**config.mk**
```make
export PLATFORM = sky130hd
export DESIGN_NAME = logic_unit_pipe
export DESIGN_NICKNAME = d
export VERILOG_FILES = /design/src/rtl/logic_unit_pipe.sv
export SDC_FILE = /design/constraint.sdc
export NUM_CORES = 1
export LEC_CHECK = 0
export CAP_MARGIN = 25
export CELL_PAD_IN_SITES_DETAIL_PLACEMENT = 1
export CELL_PAD_IN_SITES_GLOBAL_PLACEMENT = 1
export CORE_MARGIN = 2
export CORE_UTILIZATION = 44
export DETAILED_ROUTE_END_ITERATION = 12
export PLACE_DENSITY_LB_ADDON = 0.05
export SLEW_MARGIN = 10
export SYNTH_ARGS = -nofsm -noshare
export SYNTH_HDL_FRONTEND = slang
export SYNTH_SLANG_ARGS = --single-unit
```
**constraint.sdc**
```tcl
create_clock -name clk -period 4.8 [get_ports clk]
set_input_delay 0.72 -clock clk [delete_from_list [all_inputs] [get_ports clk]]
set_output_delay 0.72 -clock clk [all_outputs]
set_load 0.02 [all_outputs]
```
**src/rtl/logic_unit_pipe.sv**
```systemverilog
// Two-stage pipelined 8-op bitwise logic unit with valid/ready on input and output.
// Optional LOGIC_FLAGS_EN macro adds registered zero/parity flags alongside the result.
module logic_unit_pipe #(
  parameter int WIDTH = 8,
  parameter int CNT_W = 16
) (
  input  logic             clk,
  input  logic             rst,
  input  logic             in_valid,
  output logic             in_ready,
  input  logic [2:0]       in_op,
  input  logic [WIDTH-1:0] in_a,
  input  logic [WIDTH-1:0] in_b,
  output logic             out_valid,
  input  logic             out_ready,
  output logic [WIDTH-1:0] out_y,
  output logic [CNT_W-1:0] out_cnt,
  output logic             out_zero,
  output logic             out_par
);

  localparam logic [2:0] OP_NOT  = 3'd0;
  localparam logic [2:0] OP_AND  = 3'd1;
  localparam logic [2:0] OP_OR   = 3'd2;
  localparam logic [2:0] OP_XOR  = 3'd3;
  localparam logic [2:0] OP_NAND = 3'd4;
  localparam logic [2:0] OP_NOR  = 3'd5;
  localparam logic [2:0] OP_XNOR = 3'd6;
  localparam logic [2:0] OP_PASS = 3'd7;

  logic             r_s1_valid;
  logic [2:0]       r_s1_op;
  logic [WIDTH-1:0] r_s1_a;
  logic [WIDTH-1:0] r_s1_b;
  logic             r_s2_valid;
  logic [WIDTH-1:0] r_y;
  logic [CNT_W-1:0] r_cnt;
  logic [WIDTH-1:0] w_y;
  logic             w_s1_take;
  logic             w_s2_take;

  // S2 frees up when empty or draining; S1 may refill whenever S2 can take its beat.
  assign w_s2_take = !r_s2_valid || out_ready;
  assign w_s1_take = !r_s1_valid || w_s2_take;
  assign in_ready  = w_s1_take;

  always_comb begin
    w_y = '0;
    case (r_s1_op)
      OP_NOT:  w_y = ~r_s1_a;
      OP_AND:  w_y = r_s1_a & r_s1_b;
      OP_OR:   w_y = r_s1_a | r_s1_b;
      OP_XOR:  w_y = r_s1_a ^ r_s1_b;
      OP_NAND: w_y = ~(r_s1_a & r_s1_b);
      OP_NOR:  w_y = ~(r_s1_a | r_s1_b);
      OP_XNOR: w_y = ~(r_s1_a ^ r_s1_b);
      OP_PASS: w_y = r_s1_a;
      default: w_y = '0;
    endcase
  end

  // NOTE: state uses non-blocking assignments so every register samples pre-edge values.
  always_ff @(posedge clk or posedge rst) begin
    if (rst) begin
      r_s1_valid <= 1'b0;
      r_s1_op    <= '0;
      r_s1_a     <= '0;
      r_s1_b     <= '0;
    end else if (w_s1_take) begin
      r_s1_valid <= in_valid;
      if (in_valid) begin
        r_s1_op <= in_op;
        r_s1_a  <= in_a;
        r_s1_b  <= in_b;
      end
    end
  end

  // NOTE: the result register is reset too, because out_y must read 0 after reset.
  always_ff @(posedge clk or posedge rst) begin
    if (rst) begin
      r_s2_valid <= 1'b0;
      r_y        <= '0;
    end else if (w_s2_take) begin
      r_s2_valid <= r_s1_valid;
      if (r_s1_valid) r_y <= w_y;
    end
  end

  always_ff @(posedge clk or posedge rst) begin
    if (rst)                          r_cnt <= '0;
    else if (r_s2_valid && out_ready) r_cnt <= r_cnt + CNT_W'(1);
  end

`ifdef LOGIC_FLAGS_EN
  logic r_zero;
  logic r_par;

  always_ff @(posedge clk or posedge rst) begin
    if (rst) begin
      r_zero <= 1'b1;
      r_par  <= 1'b0;
    end else if (w_s2_take && r_s1_valid) begin
      r_zero <= (w_y == '0);
      r_par  <= ^w_y;
    end
  end

  assign out_zero = r_zero;
  assign out_par  = r_par;
`else
  assign out_zero = 1'b0;
  assign out_par  = 1'b0;
`endif

  assign out_valid = r_s2_valid;
  assign out_y     = r_y;
  assign out_cnt   = r_cnt;

endmodule
```
==> flow_metrics.env <==
export IMPL_relSlewSlack_pct=34.79
export IMPL_dieHeight_um=80.24
export IMPL_synth_top_area_share_pct=44.03
export IMPL_power_density_nw_per_um2=385.3
export IMPL_layout_cells_non_filler=345
export IMPL_drt_initial_drc_count=60
export IMPL_cts_setup_buffers=0
export IMPL_core_area_um2=5574
export IMPL_synth_most_common_cell="dfrtp_1"
export IMPL_viasPerCell=5.394
export IMPL_grt_overflow_total=0
export IMPL_synth_area_um2=2557
export IMPL_cts_tree="yes"
export IMPL_crit_type="in2out"
export IMPL_cp_arrival_ps=2040
export IMPL_post_route_period_util_pct=57.60
export IMPL_hold_buffers=0
export IMPL_nets=312
export IMPL_ys_seq_area_share_pct=44.03
export IMPL_p_sw_w=0.0004328
export IMPL_ys_ff_latch=45
export IMPL_fmax_mhz=361.7
export IMPL_synthTopCellsByArea="dfrtp_1 44%, mux2_1 9.2%, ha_1 8.3%, a22o_1 4.1%, mux2i_1 3.1%"
export IMPL_path_clk_slew_ps=80
export IMPL_synth_edff_count=0
export IMPL_grt_max_degree=46
export IMPL_port_buffers=48
export IMPL_ioPinCount=51
export IMPL_placed_cells=336
export IMPL_path_max_fanout=5
export IMPL_place_congestion=0.7307
export IMPL_h_tree_depth=2
export IMPL_clock_path_buffers=2
export IMPL_p_int_w=0.0007891
export IMPL_pwr_share_comb_pct=35.8
export IMPL_worstPathRequired_ps=4080
export IMPL_ant_nets=0
export IMPL_synth_async_reset_ratio_pct=100.0
export IMPL_tns_ps=0
export IMPL_routedWlPerCell_um=15.72
export IMPL_p_seq_share_pct=45.0
export IMPL_finalSetupViolCount=0
export IMPL_end_kind="primary output"
export IMPL_die_area_um2=6438
export IMPL_tightest_slew_ps=978.2
export IMPL_cts_resized_gates=0
export IMPL_synth_common_cells="45 x dfrtp_1, 21 x mux2_1, 17 x ha_1, 17 x inv_1, 12 x a22o_1"
export IMPL_utilization_pct=56.90
export IMPL_rsz0062_at_grt="no"
export IMPL_r2r_cells=4
export IMPL_syn_inst=226
export IMPL_start_util_pct=45.88
export IMPL_clk_latency_ps=300
export IMPL_cts_sinks=45
export IMPL_finClkSkew_ps=4.992
export IMPL_dpl_hpwl_mm=3.698
export IMPL_areaGrowthSynthToFinish_pct=24.02
export IMPL_ir_drop_uv=283.1
export IMPL_yosys_warnings=0
export IMPL_die_x_um=80.24
export IMPL_holdPathStages=1
export IMPL_synth_ff_type="dfrtp_1"
export IMPL_power_leakage_nw=1.444
export IMPL_grt_pass1_vias=1903
export IMPL_slew_violations=0
export IMPL_cts_buffers=5
export IMPL_wl_mm=5.425
export IMPL_status="finished, final reports clean"
export IMPL_period_needed_ps=2765
export IMPL_fin_hold_ws_ps=470.0
export IMPL_finalHoldViolCount=0
export IMPL_vias=1861
export IMPL_grt_total_usage_pct=18.25
export IMPL_num_antenna_cells=0
export IMPL_synth_cell_type_count=36
export IMPL_clk_root_buffer_cell="clkbuf_8"
export IMPL_synth_top_area_cell="dfrtp_1"
export IMPL_start_kind="input pin"
export IMPL_drc=0
export IMPL_p_sw_share_pct=35.42
export IMPL_fill_cells=603
export IMPL_pwr_share_clk_pct=19.2
export IMPL_syn_area_per_cell_um2=11.32
export IMPL_antenna_found_initial=0
export IMPL_layout_drive_gt1_share_pct=7.326
export IMPL_grt_first_pass_wirelength_mm=9.163
export IMPL_cap_viol_max_count=0
export IMPL_first_pass_iters=3
export IMPL_std_cell_rows=27
export IMPL_hp_class="reg2reg"
state kept, by name, indices dropped and copies added, names as in the netlist:
register and cells:
r_s1_a 8, out_valid 1, out_cnt 16, r_s1_op 3, r_s1_b 8, out_y 8
r_s1_valid 1
logic make-up (layout without fill, tap and decap cells):
kind of cell,count (synthesis),in the layout,synth area share [%]
buffers and inverters,28,74,5.088
multiplexers,34,34,14.58
AO/OA/AOI/OAI,42,42,12.82
adder cells (fa/ha/maj),17,17,8.317
other,1,2,0.1466
flip-flops,45,45,44.03
AND/OR/NAND/NOR,44,44,9.882
XOR/XNOR,15,15,5.137
power groups by stage:
stage | sequential, W | clock [W] | combinational (W)
global placement | 0.000555 | 0 | 0.000425
global route | 0.000565 | 0.000260 | 0.000481
detailed placement | 0.000557 | 0 | 0.000439
floorplan | 0.000579 | 0 | 0.000240
finish | 0.000550 | 0.000234 | 0.000438
CTS | 0.000550 | 0.000249 | 0.000442
path summary, 6_finish.rpt:
kind / slack (ps) / startpoint / to
worst max-delay path: 2040 / out_ready / in_ready
worst min-delay path: 470 / out_cnt[15] / out_cnt[15]
worst max register to register: 2720 / r_s1_op[2] / out_y[5]
worst min register to register: 470 / out_cnt[15] / out_cnt[15]
max in group asynchronous: 3730 / rst / r_s1_b[0]
min in group asynchronous: 620 / rst / out_cnt[7]
layout make-up:
| type | instances | area [µm²] | area share [%] |
|---|---|---|---|
| Timing Repair Buffer | 49 | 500.5 | 15.78 |
| Clock buffer | 5 | 68.82 | 2.170 |
| Inverter | 17 | 63.81 | 2.012 |
| Clock inverter | 3 | 17.52 | 0.5523 |
| Tap cell | 72 | 90.09 | 2.840 |
| Multi-Input combinational cell | 154 | 1305 | 41.14 |
| Sequential cell | 45 | 1126 | 35.50 |
worst max-delay path, cell delays in order:
cell and delay (ps):
clkdlybuf4s50_1 520, nand3b_1 180, clkdlybuf4s50_1 620
through the flow:
step	power [W]	instance area, µm²	setup slack [ps]
CTS	0.001241	3152	2030
detailed placement	0.0009959	3065	2030
global route	0.001306	3172	1981
floorplan	0.0008189	2561	2858
global placement	0.0009799	3065	2056
finish	0.001222	3172	2035
routing by layer:
layer | share of wire [%] | wire [µm] | global-route usage, %
met5 | 0 | 0 | 0
met4 | 1.1 | 57 | 4.576
met3 | 4.0 | 217 | 4.607
met2 | 48 | 2624 | 31.42
met1 | 47 | 2526 | 22.84
layout by cell type (no fill, tap or decap), types with 6 or more instances in the layout:
cell and n:
a21oi_1 8, a221o_1 6, a22o_1 12, clkdlybuf4s50_1 48
dfrtp_1 45, ha_1 17, inv_1 16, mux2_1 21
mux2i_1 8, nand2_1 11, o2bb2ai_1 6, xnor2_1 9
xor2_1 6
No activity file was read; power rests on OpenSTA's default activity.
